===== config.mk =====
export PLATFORM = sky130hd
export DESIGN_NAME = seg7_scan_driver
export DESIGN_NICKNAME = d
export VERILOG_FILES = /design/src/rtl/lock_pkg.sv /design/src/rtl/seg7_decode.sv /design/src/rtl/seg7_scan_driver.sv
export SDC_FILE = /design/constraint.sdc
export NUM_CORES = 1
export LEC_CHECK = 0
export BUFFER_PORTS_ARGS = -buffer_cell sky130_fd_sc_hd__buf_2
export CAP_MARGIN = 0
export CORE_UTILIZATION = 57
export CTS_CLUSTER_DIAMETER = 200
export CTS_CLUSTER_SIZE = 24
export DETAILED_ROUTE_END_ITERATION = 10
export GPL_ROUTABILITY_DRIVEN = 0
export PLACE_DENSITY = 0.88
export RECOVER_POWER = 50
export SLEW_MARGIN = 30
export SYNTH_ARGS = -nofsm -noshare
export SYNTH_HDL_FRONTEND = slang
export SYNTH_SLANG_ARGS = --single-unit

===== constraint.sdc =====
create_clock -name clk -period 2.65 [get_ports clk]
set_input_delay 0.3975 -clock clk [delete_from_list [all_inputs] [get_ports clk]]
set_output_delay 0.3975 -clock clk [all_outputs]
set_load 0.01 [all_outputs]

===== src/rtl/lock_pkg.sv =====
// Shared constants for the lock controller display path: digit codes,
// active-high 7-segment glyphs {g,f,e,d,c,b,a} and a polarity helper.
package lock_pkg;

  localparam int unsigned NUM_DIGITS = 6;

  localparam logic [3:0] DIGIT_E     = 4'hE;
  localparam logic [3:0] DIGIT_BLANK = 4'hF;

  localparam logic [6:0] GLYPH_0     = 7'b0111111;
  localparam logic [6:0] GLYPH_1     = 7'b0000110;
  localparam logic [6:0] GLYPH_2     = 7'b1011011;
  localparam logic [6:0] GLYPH_3     = 7'b1001111;
  localparam logic [6:0] GLYPH_4     = 7'b1100110;
  localparam logic [6:0] GLYPH_5     = 7'b1101101;
  localparam logic [6:0] GLYPH_6     = 7'b1111101;
  localparam logic [6:0] GLYPH_7     = 7'b0000111;
  localparam logic [6:0] GLYPH_8     = 7'b1111111;
  localparam logic [6:0] GLYPH_9     = 7'b1101111;
  localparam logic [6:0] GLYPH_E     = 7'b1111001;
  localparam logic [6:0] GLYPH_DASH  = 7'b1000000;
  localparam logic [6:0] GLYPH_BLANK = 7'b0000000;

  // Convert an active-high {dp, seg} byte to the pin level of the display.
  function automatic logic [7:0] apply_polarity(input logic [7:0] v, input logic active_low);
    return active_low ? ~v : v;
  endfunction

endpackage


===== src/rtl/seg7_decode.sv =====
// 4-bit digit code to active-high 7-segment glyph {g,f,e,d,c,b,a}.
module seg7_decode
  import lock_pkg::*;
(
  input  logic [3:0] code,
  output logic [6:0] glyph_c
);

  always_comb begin
    glyph_c = GLYPH_BLANK;
    case (code)
      4'h0:                    glyph_c = GLYPH_0;
      4'h1:                    glyph_c = GLYPH_1;
      4'h2:                    glyph_c = GLYPH_2;
      4'h3:                    glyph_c = GLYPH_3;
      4'h4:                    glyph_c = GLYPH_4;
      4'h5:                    glyph_c = GLYPH_5;
      4'h6:                    glyph_c = GLYPH_6;
      4'h7:                    glyph_c = GLYPH_7;
      4'h8:                    glyph_c = GLYPH_8;
      4'h9:                    glyph_c = GLYPH_9;
      4'hA, 4'hB, 4'hC, 4'hD:  glyph_c = GLYPH_DASH;
      DIGIT_E:                 glyph_c = GLYPH_E;
      default:                 glyph_c = GLYPH_BLANK;
    endcase
  end

endmodule


===== src/rtl/seg7_scan_driver.sv =====
// Time-multiplexed 6-digit 7-segment driver with per-frame snapshot,
// ghost-blanking gap between digits and whole-display blink.
module seg7_scan_driver
  import lock_pkg::*;
#(
  parameter int unsigned SCAN_DIV     = 50000,
  parameter int unsigned BLANK_CYC    = 500,
  parameter int unsigned BLINK_FRAMES = 64,
  parameter bit          ACTIVE_LOW   = 1'b1
)(
  input  logic                  clk,
  input  logic                  clr_n,
  input  logic                  en,
  input  logic [3:0]            d1,
  input  logic [3:0]            d2,
  input  logic [3:0]            d3,
  input  logic [3:0]            d4,
  input  logic [3:0]            d5,
  input  logic [3:0]            d6,
  input  logic [NUM_DIGITS-1:0] dp,
  input  logic                  blink_en,
  output logic [6:0]            seg,
  output logic                  seg_dp,
  output logic [NUM_DIGITS-1:0] an,
  output logic                  frame_tick
);

  localparam int unsigned CNT_W  = $clog2(SCAN_DIV);
  localparam int unsigned FCNT_W = (BLINK_FRAMES > 1) ? $clog2(BLINK_FRAMES) : 1;
  localparam int unsigned IDX_W  = 3;

  localparam logic [CNT_W-1:0]      CNT_LAST  = CNT_W'(SCAN_DIV - 1);
  localparam logic [CNT_W-1:0]      BLANK_END = CNT_W'(BLANK_CYC);
  localparam logic [FCNT_W-1:0]     FCNT_LAST = FCNT_W'(BLINK_FRAMES - 1);
  localparam logic [IDX_W-1:0]      IDX_LAST  = IDX_W'(NUM_DIGITS - 1);
  localparam logic [7:0]            OFF_SEG   = apply_polarity(8'h00, ACTIVE_LOW);
  localparam logic [NUM_DIGITS-1:0] OFF_AN    = ACTIVE_LOW ? '1 : '0;
  localparam logic [NUM_DIGITS-1:0] AN_ONE    = NUM_DIGITS'(1);

  logic [CNT_W-1:0]      cnt;
  logic [IDX_W-1:0]      idx;
  logic [FCNT_W-1:0]     fcnt;
  logic                  phase_on;
  logic [3:0]            snap [NUM_DIGITS];
  logic [NUM_DIGITS-1:0] dp_snap;

  logic                  slot_wrap_c;
  logic                  frame_wrap_c;
  logic                  blank_done_c;
  logic                  lit_c;
  logic [3:0]            cur_code_c;
  logic                  cur_dp_c;
  logic [6:0]            glyph_c;
  logic [NUM_DIGITS-1:0] an_on_c;
  logic [7:0]            seg_pins_c;

  seg7_decode u_decode (
    .code    (cur_code_c),
    .glyph_c (glyph_c)
  );

  // Scan timing and the digit/dp currently addressed by idx.
  always_comb begin
    slot_wrap_c  = en && (cnt == CNT_LAST);
    frame_wrap_c = slot_wrap_c && (idx == IDX_LAST);
    blank_done_c = (BLANK_CYC == 0) || (cnt >= BLANK_END);
    lit_c        = en && blank_done_c && phase_on;
    cur_code_c   = DIGIT_BLANK;
    cur_dp_c     = 1'b0;
    case (idx)
      3'd0: begin cur_code_c = snap[0]; cur_dp_c = dp_snap[0]; end
      3'd1: begin cur_code_c = snap[1]; cur_dp_c = dp_snap[1]; end
      3'd2: begin cur_code_c = snap[2]; cur_dp_c = dp_snap[2]; end
      3'd3: begin cur_code_c = snap[3]; cur_dp_c = dp_snap[3]; end
      3'd4: begin cur_code_c = snap[4]; cur_dp_c = dp_snap[4]; end
      3'd5: begin cur_code_c = snap[5]; cur_dp_c = dp_snap[5]; end
      default: ;
    endcase
    an_on_c    = lit_c ? (AN_ONE << idx) : '0;
    seg_pins_c = apply_polarity({cur_dp_c, glyph_c}, ACTIVE_LOW);
  end

  // Slot counter, digit index and frame snapshot.
  always_ff @(posedge clk or negedge clr_n) begin
    if (!clr_n) begin
      cnt     <= '0;
      idx     <= '0;
      dp_snap <= '0;
      for (int i = 0; i < NUM_DIGITS; i++) snap[i] <= DIGIT_BLANK;
    end else if (en) begin
      cnt <= slot_wrap_c ? '0 : cnt + CNT_W'(1);
      if (slot_wrap_c) idx <= (idx == IDX_LAST) ? '0 : idx + IDX_W'(1);
      if (frame_wrap_c) begin
        snap[0] <= d1;
        snap[1] <= d2;
        snap[2] <= d3;
        snap[3] <= d4;
        snap[4] <= d5;
        snap[5] <= d6;
        dp_snap <= dp;
      end
    end
  end

  // Blink phase: dropping blink_en restarts it so the next blink begins ON.
  always_ff @(posedge clk or negedge clr_n) begin
    if (!clr_n) begin
      fcnt     <= '0;
      phase_on <= 1'b1;
    end else if (!blink_en) begin
      fcnt     <= '0;
      phase_on <= 1'b1;
    end else if (frame_wrap_c) begin
      if (fcnt == FCNT_LAST) begin
        fcnt     <= '0;
        phase_on <= ~phase_on;
      end else begin
        fcnt <= fcnt + FCNT_W'(1);
      end
    end
  end

  // Registered pin outputs.
  always_ff @(posedge clk or negedge clr_n) begin
    if (!clr_n) begin
      seg        <= OFF_SEG[6:0];
      seg_dp     <= OFF_SEG[7];
      an         <= OFF_AN;
      frame_tick <= 1'b0;
    end else begin
      seg        <= seg_pins_c[6:0];
      seg_dp     <= seg_pins_c[7];
      an         <= ACTIVE_LOW ? ~an_on_c : an_on_c;
      frame_tick <= frame_wrap_c;
    end
  end

endmodule

# Word-level counts from Yosys, hierarchy flattened
# Memories as Yosys holds them, arrays and structs flattened.
# Index checks and enable logic that the tools add are counted.
# op_classes
add_sub_neg	3
magnitude_cmp	1
n_eq_ne	9
n_shift	1
muxes	11
n_bitwise	3
reduce_logical	8
# ops
cell	n
two-way mux 6 bit	4
case mux 4 bit (6 select lines)	1
adder 16 x 1 -> 16 bit (second input constant)	1
== test 16 bit (second input constant)	1
greater-or-equal comparator 16 x 9 -> 1 bit (second input constant)	1
two-way mux 16 bit	1
NOT 8 bit	1
adder 6 x 1 -> 6 bit (second input constant)	1
== test 3 x 2 -> 1 bit (second input constant)	2
== test 3 bit (second input constant)	2
== test 6 bit (second input constant)	1
NOT 6 bit	1
case mux 1 bit (6 select lines)	1
AND reduction 2 bit	3
<< shifter 1 x 3 -> 6 bit (first input constant)	1
logical AND 1 bit	4
inequality test 2 x 1 -> 1 bit (second input constant)	2
adder 3 x 1 -> 3 bit (second input constant)	1
== test 3 x 1 -> 1 bit (second input constant)	1
zero test 3 bit	1
two-way mux 1 bit	3
two-way mux 3 bit	1
NOT 1 bit	1
# word_totals
regBits	71
romBits	112
inputBits	34
out_inout_bits	15
word_cells	52
n_memories	1
# memory_table
memory	words	width	rd	rd_clocked_by_memory_dff	wr	line	source
(name not given)	16	7	1	0	0	seg7_decode.sv:11	case (code)

# Longest topological paths before layout
# Gate-level depths: netlist (run 1).
# logic_depth
ltp_word	5
mapped_depth	10
mapped_depth_nobuf	9

# Hierarchy
# From an unflattened synthesis (run 1), not the netlist that was laid out.
# unflattened
cells_unflattened	302
hier_area_um2	3634.7
# modules_own_cells
module	n_inst	cells_per_inst	area_each_um2	seq_area_each_um2
seg7_scan_driver	1	278	3405.8	1825.5
seg7_decode	1	24	229.0	0.0

# Least setup slack after synthesis (run 1)
# OpenSTA, ideal clock, no wires.
# synth_timing
path_kind	register to register
startpoint	register idx[1]
endpoint	register seg[0]
arrival_ns	2.038
setup_slack_ns	0.529
path_stages_with_launch	8
period_less_slack_ns	2.121
cell_sequence	dfrtp_1 > clkbuf_1 > and2_1 > ha_1 > a32oi_1 > o311ai_1 > or4b_1 > o211ai_1
# synth_between
elab_chain_len	4
elab_cells_between_ends	9
cone_classes	eq/ne (5); mux (1); bitwise (1); reduce/logical (1); memory (1)
# synth_lines
item	line	source
from (decl)	seg7_scan_driver.sv:41	logic [IDX_W-1:0] idx;
from (signal assigned)	seg7_scan_driver.sv:92	if (slot_wrap_c) idx <= (idx == IDX_LAST) ? '0 : idx + IDX_W'(1);
== test 3 bit (tied with other cells)	seg7_scan_driver.sv:70	case (idx)
case mux 4 bit (6 select lines) (*)	seg7_scan_driver.sv:70	
memory (16 x 7 bit) (*)	--	
NOT 8 bit (*)	lock_pkg.sv:26	return active_low ? ~v : v;
named net seg_pins_c[0]	seg7_scan_driver.sv:55	logic [7:0] seg_pins_c;
to (signal assigned)	seg7_scan_driver.sv:126	seg <= OFF_SEG[6:0];
to (signal assigned)	seg7_scan_driver.sv:131	seg <= seg_pins_c[6:0];
to (decl)	seg7_scan_driver.sv:22	output logic [6:0] seg,
# The timed path passes the listed nets; every way through them passes the cells marked *.
# A chain may end at the register's enable or synchronous reset.

# Worst setup path after layout (run 1)
# layout_timing
startpoint	register idx[1]
endpoint	register seg[5]
# The elaborated chain is that of the path after synthesis.

==> results.sh, run 1 <==
export IMPL_status="finished with violations"
export IMPL_failed_checks="capacitance limit, slew limit"
export IMPL_crit_top_cell="ha_1"
export IMPL_drive_gt1_share_pct=27.43
export IMPL_area_delta_synth_final_pct=15.17
export IMPL_root_buffer="clkbuf_8"
export IMPL_hpwl_microns=4881
export IMPL_irDropWorstVdd_v=0.0004058
export IMPL_first_global_vias=2503
export IMPL_final_util_pct=69.43
export IMPL_avgSynthCellArea_sq_um=9.523
export IMPL_r2r_start="idx[1]"
export IMPL_critPathKind="flip-flop to flip-flop"
export IMPL_drc=0
export IMPL_start_kind="flip-flop"
export IMPL_multi_input_area_sq_um=1441
export IMPL_synth_cell_type_count=51
export IMPL_cp_cell_sequence="and2_1, ha_1, a32oi_1, o21ai_1, inv_1, ha_1, mux2_2, o21ai_0"
export IMPL_totalWireLength_microns=6816
export IMPL_seq_area_sq_um=1827
export IMPL_rsz0062_at_grt="no"
export IMPL_worstHoldStart="d4[0]"
export IMPL_dieArea_sq_um=6243
export IMPL_numPortBuffers=48
export IMPL_hold_viol_final=0
export IMPL_slew_violations=73
export IMPL_cts_resized=0
export IMPL_cts_hold_fix_buffers=0
export IMPL_yosys_register_bits=71
export IMPL_synth_edff_count=0
export IMPL_grt_pass1_wl_microns=11500
export IMPL_seq_area_frac_synth_pct=54.00
export IMPL_core_area_sq_um=5608
export IMPL_start_util_pct=60.29
export IMPL_cts_sinks=71
export IMPL_tns_ns=0
export IMPL_period_share_pct=89.65
export IMPL_die_y_microns=79.02
export IMPL_pin_count=49
export IMPL_pre_cts_ws_ns=0.2736
export IMPL_grt_overflow_total=0
export IMPL_num_vias=2684
export IMPL_diodes=0
export IMPL_final_nets=449
export IMPL_fin_crit_ns=2.376
export IMPL_post_cts_setup_buffer_count=0
export IMPL_crit_path_end_kind="flip-flop"
export IMPL_vias_per_cell=5.545
export IMPL_fin_skew_ns=0.009238
export IMPL_antenna_found_initial=0
export IMPL_setup_viol=0
export IMPL_path_max_fanout=16
export IMPL_rows=27
export IMPL_yosysWarningCount=0
export IMPL_htree_levels=3
export IMPL_arrival_ns=2.65
export IMPL_leakagePower_nw=1.778
export IMPL_cts_tree="done"
export IMPL_crit_family="flip-flops"
export IMPL_cp_data_required_time_ns=2.92
export IMPL_drv_cap=2
export IMPL_synthArstFlopShare_pct=100.0
export IMPL_min_path_type="input port to flip-flop"
export IMPL_clockBufferDepth=2
export IMPL_critPathMaxStageDelay_ns=0.66
export IMPL_crit_buf_inv=1
export IMPL_synth_flop_cell="dfstp_2"
export IMPL_ant_nets=0
export IMPL_syn_nets=397
export IMPL_grt_max_degree=39
export IMPL_drt_initial_drc_count=202
export IMPL_firstDrtPassIters=5
export IMPL_numCtsBuffers=9
export IMPL_die_x_microns=79.02
export IMPL_worst_pin_slew_ns=1.902
export IMPL_num_fill_cells=434
export IMPL_slew_limit_headroom_pct=-26.79
export IMPL_grt_use_total_pct=24.66
export IMPL_wl_per_cell_microns=14.08
export IMPL_cp_startpoint="idx[1]"
export IMPL_synth_area_sq_um=3381
export IMPL_clock_latency_ns=0.36
export IMPL_syn_inst=355
export IMPL_layout_setup_ws_ns=0.2742
export IMPL_pwr_density_cell_nw_per_um2=574.9
export IMPL_clk_pin_slew_ns=0.08
export IMPL_crit_slowest_cell="dfrtp_1"
export IMPL_fmax_ghz=0.4209
-- routing by layer --
metal  vias up  track usage, %  wire length (microns)
met5         -               0                      0
met4         0           14.55                    159
met3        14           4.943                    339
met1      1281           33.38                   3008
li1       1311               -                      -
met2        78           36.81                   3308
-- worst register-to-register path, stage by stage (launching register included) --
cell,delay (ns)
dfrtp_1,0.66
and2_1,0.22
ha_1,0.27
a32oi_1,0.10
o21ai_1,0.24
inv_1,0.16
ha_1,0.22
mux2_2,0.25
o21ai_0,0.17
-- cell families after synthesis --
group | Yosys count | share of synthesized area, %
AO/OA/AOI/OAI | 44 | 8.438
AND/OR/NAND/NOR | 189 | 25.61
buffers and inverters | 23 | 3.442
adder cells (fa/ha/maj) | 8 | 2.961
XOR/XNOR | 13 | 3.368
flip-flops | 71 | 54.00
multiplexers | 7 | 2.184
-- metrics by stage --
stage | cell area (sq um) | std cells | hold slack [ns] | power, mW
3_3_place_gp | 3682 | 468 | 0.4483 | 1.302
4_1_cts | 3902 | 484 | 0.06929 | 2.257
3_5_place_dp | 3682 | 468 | 0.4517 | 1.311
2_1_floorplan | 3381 | 355 | 0.1019 | 1.243
5_1_grt | 3894 | 484 | 0.2105 | 2.333
6_report | 3894 | 484 | 0.2136 | 2.238
-- sequential cells by signal, indices dropped and copies added, names as in the netlist --
name and flops:
seg_dp 1, phase_on 1, cnt 16, idx 3, an 6, fcnt 6, dp_snap 6, frame_tick 1
seg 7, snap 24
-- final cells by class --
class,instances,share of cell area [%]
multi-input cells,261,37.02
clock buffers,9,3.181
repair buffers,55,7.198
well taps,72,2.314
flip-flops and latches,71,46.92
inverters,9,0.8997
clock inverters,7,2.474
-- layout by cell type, fill, tap and decap left out, types with 3 or more instances in the layout --
master,instances
nand2_1,119
buf_2,44
dfstp_2,39
dfrtp_1,31
nor2_1,14
nand3_1,12
o21ai_0,10
nand4_1,10
xnor2_1,10
clkbuf_8,9
ha_1,8
inv_1,7
a21oi_1,7
clkbuf_1,6
nand2b_1,5
buf_4,5
and3_1,4
and2_1,4
a31oi_1,4
mux2i_1,4
o211ai_1,4
nor3_1,4
a32oi_1,3
o21ai_1,3
xor2_1,3
-- cells in the mapped netlist (all sizes together) (3+ instances only) --
| master | instances | share of area [%] |
|---|---|---|
| a21oi | 7 | 1.0 |
| a31oi | 4 | 0.74 |
| a32oi | 3 | 0.78 |
| and2 | 4 | 0.74 |
| and3 | 4 | 0.74 |
| buf | 8 | 1.7 |
| clkbuf | 6 | 0.67 |
| dfrtp | 32 | 24 |
| dfstp | 39 | 30 |
| ha | 8 | 3.0 |
| inv | 7 | 0.78 |
| mux2 | 3 | 1.0 |
| mux2i | 4 | 1.2 |
| nand2 | 120 | 13 |
| nand2b | 5 | 0.93 |
| nand3 | 12 | 1.8 |
| nand4 | 10 | 1.9 |
| nor2 | 15 | 1.7 |
| nor3 | 4 | 0.59 |
| nor4 | 3 | 1.0 |
| o211ai | 4 | 0.89 |
| o21ai | 13 | 1.9 |
| xnor2 | 10 | 2.6 |
| xor2 | 3 | 0.78 |
-- path summary, 6_finish.rpt --
path	cells after the start	to	slack (ns)
setup reg to reg	8	seg[5]	0.27
hold / removal	3	snap[8]	0.21
hold reg to reg	2	snap[12]	0.46
setup / recovery	8	seg[5]	0.27
min in group asynchronous	2	cnt[2]	0.55
max in group asynchronous	2	idx[2]	0.75
-- report_power, final --
group          switching, mW  total, mW  internal, mW
combinational         0.0650      0.118        0.0527
sequential            0.0483       1.17          1.12
clock                  0.417      0.948         0.531
No activity file was read; power rests on OpenSTA's default activity.
==> run 2: changes to the inputs <==
Settings changed: ABC_AREA set to 1, CORE_UTILIZATION 57 to 62, PLACE_DENSITY 0.88 to 0.93.
Clock period 2.65 ns to 3 ns, I/O delays scaled along.
==> run 2 against run 1 <==
The flow still finishes with violations (capacitance limit, slew limit); global-route usage is 2.8 points higher; fmax is 0.14% higher; register-to-register slack better by 0.35 ns; cell count is 18% higher; clock skew is 0.0053 ns higher; sequential share of layout area is 1.8 points lower; die area is 2.4% lower; wire length is 10% higher; first-iteration DRC count is 2.0% lower; count of clock-buffer cells in the layout is 1 higher; synthesized cell count is 25% higher; critical path depth is 3 higher.
==> results.sh, run 2 <==
export IMPL_area_delta_synth_final_pct=12.81
export IMPL_critPathKind="flip-flop to flip-flop"
export IMPL_clockBufferDepth=2
export IMPL_fin_crit_ns=2.373
export IMPL_sequentialPowerShare_pct=51.3
export IMPL_syn_inst=443
export IMPL_wl_per_cell_microns=13.23
export IMPL_yosys_area_top_type="dfstp_2"
export IMPL_vias_per_cell=5.506
export IMPL_rrSetupSlack_ns=0.63
export IMPL_cts_hold_fix_buffers=0
export IMPL_drt_initial_drc_count=198
export IMPL_seq_area_frac_synth_pct=50.91
export IMPL_syn_nets=485
export IMPL_arrival_ns=2.66
export IMPL_final_nets=534
export IMPL_first_global_vias=2913
export IMPL_htree_levels=3
export IMPL_firstDrtPassIters=5
export IMPL_slew_violations=73
export IMPL_cts_resized=0
export IMPL_grt_pass1_wl_microns=12770
export IMPL_top_register="snap"
export IMPL_layout_common_cells="nand2_1, buf_2, inv_1, dfstp_2, dfrtp_1"
export IMPL_grt_max_degree=39
export IMPL_fin_skew_ns=0.01449
export IMPL_final_common_cell="nand2_1"
export IMPL_grt_use_total_pct=27.47
export IMPL_setup_worst_path_end="seg[3]"
export IMPL_worst_pin_slew_ns=1.878
export IMPL_ant_nets=0
export IMPL_failed_checks="capacitance limit, slew limit"
export IMPL_synth_cell_type_count=35
export IMPL_synth_area_sq_um=3586
export IMPL_cp_startpoint="idx[2]"
export IMPL_rsz0062_at_grt="no"
export IMPL_min_path_type="input port to flip-flop"
export IMPL_avgSynthCellArea_sq_um=8.095
export IMPL_totalWireLength_microns=7530
export IMPL_hpwl_microns=5329
export IMPL_path_max_fanout=13
export IMPL_r2r_start="idx[2]"
export IMPL_synthTopCellsByArea="dfstp_2, dfrtp_1, nand2_1, inv_1, nand3_1"
export IMPL_status="finished with violations"
export IMPL_yosys_register_bits=71
export IMPL_yosys_top_cells_count="nand2_1, dfstp_2, inv_1, dfrtp_1, nand3_1"
export IMPL_period_share_pct=79.09
export IMPL_die_y_microns=78.05
export IMPL_pwr_density_cell_nw_per_um2=512.7
export IMPL_cp_data_required_time_ns=3.28
export IMPL_irDropWorstVdd_v=0.0003779
export IMPL_post_cts_setup_buffer_count=0
export IMPL_synth_edff_count=0
export IMPL_clk_pin_slew_ns=0.08
export IMPL_clock_latency_ns=0.36
export IMPL_yosysMostFrequentCell="nand2_1"
export IMPL_yosysWarningCount=0
export IMPL_leakagePower_nw=2.097
export IMPL_cts_tree="done"
export IMPL_setup_viol=0
export IMPL_fin_area_sq_um=4045
export IMPL_num_vias=3133
export IMPL_largest_reg_flops=24
export IMPL_crit_path_end_kind="flip-flop"
export IMPL_core_area_sq_um=5540
export IMPL_drv_cap=2
export IMPL_intPower_mw=1.512
export IMPL_top_regs="snap (24), cnt (16), seg (7)"
export IMPL_switching_power_mw=0.5616
export IMPL_place_area_sq_um=3840
export IMPL_start_util_pct=64.72
export IMPL_numPortBuffers=48
export IMPL_fmax_ghz=0.4215
export IMPL_synth_top_cell_area_share_pct=28.58
export IMPL_rows=27
export IMPL_hold_viol_final=0
export IMPL_grt_overflow_total=0
export IMPL_swShare_pct=27.08
export IMPL_drive_gt1_share_pct=24.14
export IMPL_rr_endpoint="seg[3]"
export IMPL_dieArea_sq_um=6092
export IMPL_drc=0
export IMPL_diodes=0
export IMPL_synthArstFlopShare_pct=100.0
export IMPL_antenna_found_initial=0
export IMPL_tns_ns=0
export IMPL_r2r_cells=11
export IMPL_root_buffer="clkbuf_8"
export IMPL_pin_count=49
export IMPL_comb_power_share_pct=8.8
export IMPL_synth_flop_cell="dfstp_2"
export IMPL_numCtsBuffers=9
export IMPL_cts_sinks=71
export IMPL_clkPwrFrac_pct=39.9
export IMPL_die_x_microns=78.05
export IMPL_start_kind="flip-flop"
export IMPL_slew_limit_headroom_pct=-25.19
run 2: changes by cell type after synthesis, sizes merged, moves of 4 or more:
cell,before,now
nor3,4,12
nor2,15,26
nand3,12,25
inv,7,46
xnor2,10,0
o21ai,13,23
mux2i,4,0
nand2,120,178
nand2b,5,0
nand4,10,15
run 2: worst min-delay path by stage:
stage,slack (ns),cells after the start,end,from
final,0.27,3,snap[2],d6[2]
after global routing,0.27,3,snap[2],d6[2]
after CTS,0.12,2,cnt[5],clr_n
after detailed placement,0.46,2,snap[10],snap[10]
after global placement,0.46,2,snap[23],snap[23]
after floorplan,0.15,0,cnt[0],clr_n
run 2: worst max-delay path, stage by stage, from the launching register on:
cell and delay [ns]:
dfrtp_1 0.65, inv_2 0.18, ha_1 0.34, nand2_1 0.11, nand4_1 0.11, nor2_1 0.26, inv_1 0.11, ha_1 0.30
nand2_1 0.07, nand2_1 0.06, nand2_1 0.07, nand2_1 0.05
run 2: logic make-up (layout without fill, tap and decap cells):
group / Yosys count / count (layout) / synth area share [%]
AOI/OAI and AO/OA: 38 / 38 / 5.653
xor gates and xnor gates: 4 / 4 / 0.9769
adders and majority gates: 8 / 8 / 2.791
buffers and inverters: 60 / 114 / 7.711
DFF: 71 / 71 / 50.91
and+or+nand+nor: 262 / 262 / 31.96
run 2: stage by stage:
stage	util [%]	hold slack [ns]	total power, mW	worst slack, ns	std cells
6_report	73.01	0.2731	2.074	0.6274	569
5_1_grt	73.01	0.2733	2.161	0.4471	569
4_1_cts	73.28	0.1201	2.087	0.6827	569
3_5_place_dp	69.31	0.4601	1.255	0.7278	553
3_3_place_gp	69.31	0.4585	1.242	0.9351	553
2_1_floorplan	-	0.1544	1.186	1.147	443
run 2: layer usage:
| layer | up-vias | GRT usage, % | share of wire, % |
|---|---|---|---|
| met4 | 0 | 12.78 | 2.2 |
| met2 | 156 | 45.00 | 49 |
| li1 | 1504 | - | - |
| met5 | - | 0 | 0 |
| met1 | 1450 | 33.15 | 42 |
| met3 | 23 | 8.605 | 7.5 |
run 2: cell type report:
type | instances | area [sq um]
multi-input combinational | 312 | 1484
clock buffer | 10 | 148.9
tap | 72 | 90.09
clock inverter | 6 | 71.32
inverter | 47 | 177.7
fill | 402 | 1495
sequential | 71 | 1826
timing repair buffer | 51 | 247.7
run 2: power groups by stage:
stage / clock network, mW / registers [mW] / logic [mW]
2_1_floorplan: 0 / 1.05 / 0.131
3_3_place_gp: 0 / 1.07 / 0.169
3_5_place_dp: 0 / 1.07 / 0.180
4_1_cts: 0.842 / 1.06 / 0.184
5_1_grt: 0.884 / 1.07 / 0.206
6_report: 0.828 / 1.06 / 0.183
==> run 3: changes to the inputs <==
Settings changed: ABC_AREA 1 to 0, CORE_UTILIZATION 62 to 51, PLACE_DENSITY 0.93 to 0.83.
Clock period 3 ns to 2.1 ns, I/O delays scaled along.
==> run 3 against run 2 <==
Highest routed layer unchanged; critical path depth decreased by 5; clock power increased by 22%; the run now ends clean; sequential share of layout area decreased by 0.14 points; via count decreased by 12%; combinational power increased by 4%; total power increased by 29%; global-route usage decreased by 5.1 points; core utilization decreased by 9.4 points; non-clock buffer count increased by 23; register-to-register slack got worse by 0.59 ns.
==> results.sh, run 3 (synthesis results as in run 1) <==
export IMPL_min_path_type="input port to flip-flop"
export IMPL_rsz0062_at_grt="yes"
export IMPL_sequentialPowerShare_pct=55.0
export IMPL_drv_cap=0
export IMPL_die_y_microns=83.42
export IMPL_cts_sinks=71
export IMPL_layout_setup_ws_ns=0.03936
export IMPL_final_nets=468
export IMPL_clock_latency_ns=0.36
export IMPL_dieArea_sq_um=6959
export IMPL_status="completed"
export IMPL_die_x_microns=83.42
export IMPL_final_common_cell="nand2_1"
export IMPL_fmax_ghz=0.4853
export IMPL_swShare_pct=25.32
export IMPL_vias_per_cell=5.453
export IMPL_cts_tree="done"
export IMPL_clockBufferDepth=2
export IMPL_fin_skew_ns=0.005331
export IMPL_htree_levels=3
export IMPL_drt_initial_drc_count=169
export IMPL_top_regs="snap (24), cnt (16), seg (7)"
export IMPL_numPortBuffers=48
export IMPL_worst_pin_slew_ns=1.012
export IMPL_intPower_mw=1.996
export IMPL_place_area_sq_um=3834
export IMPL_path_max_fanout=13
export IMPL_fin_area_sq_um=4060
export IMPL_setup_viol=0
export IMPL_grt_overflow_total=0
export IMPL_grt_pass1_wl_microns=12100
export IMPL_fin_crit_ns=2.061
export IMPL_first_global_vias=2596
export IMPL_area_delta_synth_final_pct=20.10
export IMPL_critPathKind="flip-flop to flip-flop"
export IMPL_start_kind="flip-flop"
export IMPL_totalWireLength_microns=7154
export IMPL_num_fill_cells=512
export IMPL_drive_gt1_share_pct=32.71
export IMPL_firstDrtPassIters=4
export IMPL_rows=29
export IMPL_num_vias=2770
export IMPL_slew_violations=0
export IMPL_root_buffer="clkbuf_8"
export IMPL_power_mw=2.672
export IMPL_clkPwrFrac_pct=37.9
export IMPL_slew_limit_headroom_pct=32.51
export IMPL_arrival_ns=2.34
export IMPL_switching_power_mw=0.6765
export IMPL_top_register="snap"
export IMPL_wl_per_cell_microns=14.08
export IMPL_grt_max_degree=33
export IMPL_drc=0
export IMPL_largest_reg_flops=24
export IMPL_irDropWorstVdd_v=0.0003690
export IMPL_hpwl_microns=5048
export IMPL_leakagePower_nw=1.874
export IMPL_layout_common_cells="nand2_1, buf_2, dfstp_2"
export IMPL_cp_data_required_time_ns=2.38
export IMPL_final_util_pct=63.58
export IMPL_comb_power_share_pct=7.1
export IMPL_start_util_pct=52.94
export IMPL_grt_use_total_pct=22.34
export IMPL_pin_count=49
export IMPL_clk_pin_slew_ns=0.08
export IMPL_ant_nets=0
export IMPL_numCtsBuffers=9
export IMPL_core_area_sq_um=6386
export IMPL_pre_cts_ws_ns=0.03719
export IMPL_period_share_pct=98.13
export IMPL_antenna_found_initial=0
export IMPL_hold_viol_final=0
export IMPL_crit_path_end_kind="flip-flop"
export IMPL_diodes=0
export IMPL_pwr_density_cell_nw_per_um2=658.2
run 3: changes by cell type in the layout (fill, tap and decap cells not counted), moves of 5 or more:
| cell | before | now |
|---|---|---|
| inv_1 | 39 | 6 |
| buf_4 | 1 | 21 |
| nand3_1 | 22 | 12 |
| nor2_1 | 21 | 14 |
| nand4_1 | 15 | 10 |
| xnor2_1 | 0 | 10 |
| nand2b_1 | 0 | 5 |
| nand2_1 | 176 | 119 |
| o21ai_0 | 18 | 9 |
| inv_2 | 7 | 1 |
| nor3_1 | 10 | 4 |
run 3: cell type report:
class	count	area (sq um)	share of cell area (%)
Sequential cell	71	1827	44.99
Multi-Input combinational cell	261	1470	36.21
Timing Repair Buffer	74	446.7	11.00
Clock buffer	11	151.4	3.729
Tap cell	77	96.34	2.373
Inverter	9	38.79	0.9553
Clock inverter	5	30.03	0.7396
run 3: metal layers:
metal / GRT usage, % / share of wire [%] / up-vias
met4: 11.56 / 2.1 / 0
met2: 34.65 / 48 / 62
met3: 4.175 / 3.9 / 12
li1: - / - / 1352
met1: 30.09 / 46 / 1344
met5: 0 / 0 / -
run 3: critical path, stage by stage (launching register included):
cell and delay [ns]:
dfrtp_1 0.44, buf_4 0.21, and2_1 0.19, a221oi_1 0.27, o21ai_2 0.15, or4b_1 0.59, o211ai_1 0.13
run 3: repair_timing:
item / CTS / global route
endpoints found under the setup margin: 1 / 18
pin swaps: 1 / 5
gates resized for setup: 1 / 11
hold buffers: 1 / 0
endpoints found under the hold margin: 15 / 0
setup buffers: 1 / 2
run 3: final timing paths:
check                         from  endpoint  slack (ns)  depth (start not counted)
max                         idx[2]    seg[0]        0.04                          6
min                          d2[2]  snap[18]        0.14                          3
max reg2reg                 idx[2]    seg[0]        0.04                          6
min reg2reg                snap[5]   snap[5]        0.46                          2
max in group asynchronous    clr_n   snap[1]        0.36                          3
min in group asynchronous    clr_n   fcnt[3]        0.64                          2
run 3: power by group through the flow:
stage	Combinational (mW)	Clock [mW]	Sequential [mW]
after floorplan	0.0790	0	1.49
after global routing	0.221	1.08	1.48
after CTS	0.197	1.02	1.47
after detailed placement	0.193	0	1.49
final	0.190	1.01	1.47
after global placement	0.185	0	1.48
run 3: stage by stage:
stage                     cells  hold WS, ns   TNS, ns
after global routing        508       0.1432  -0.05339
after detailed placement    488       0.2877         0
final                       508       0.1380         0
after global placement      488       0.2866         0
after CTS                   506       0.1255         0
after floorplan             355      0.01941         0
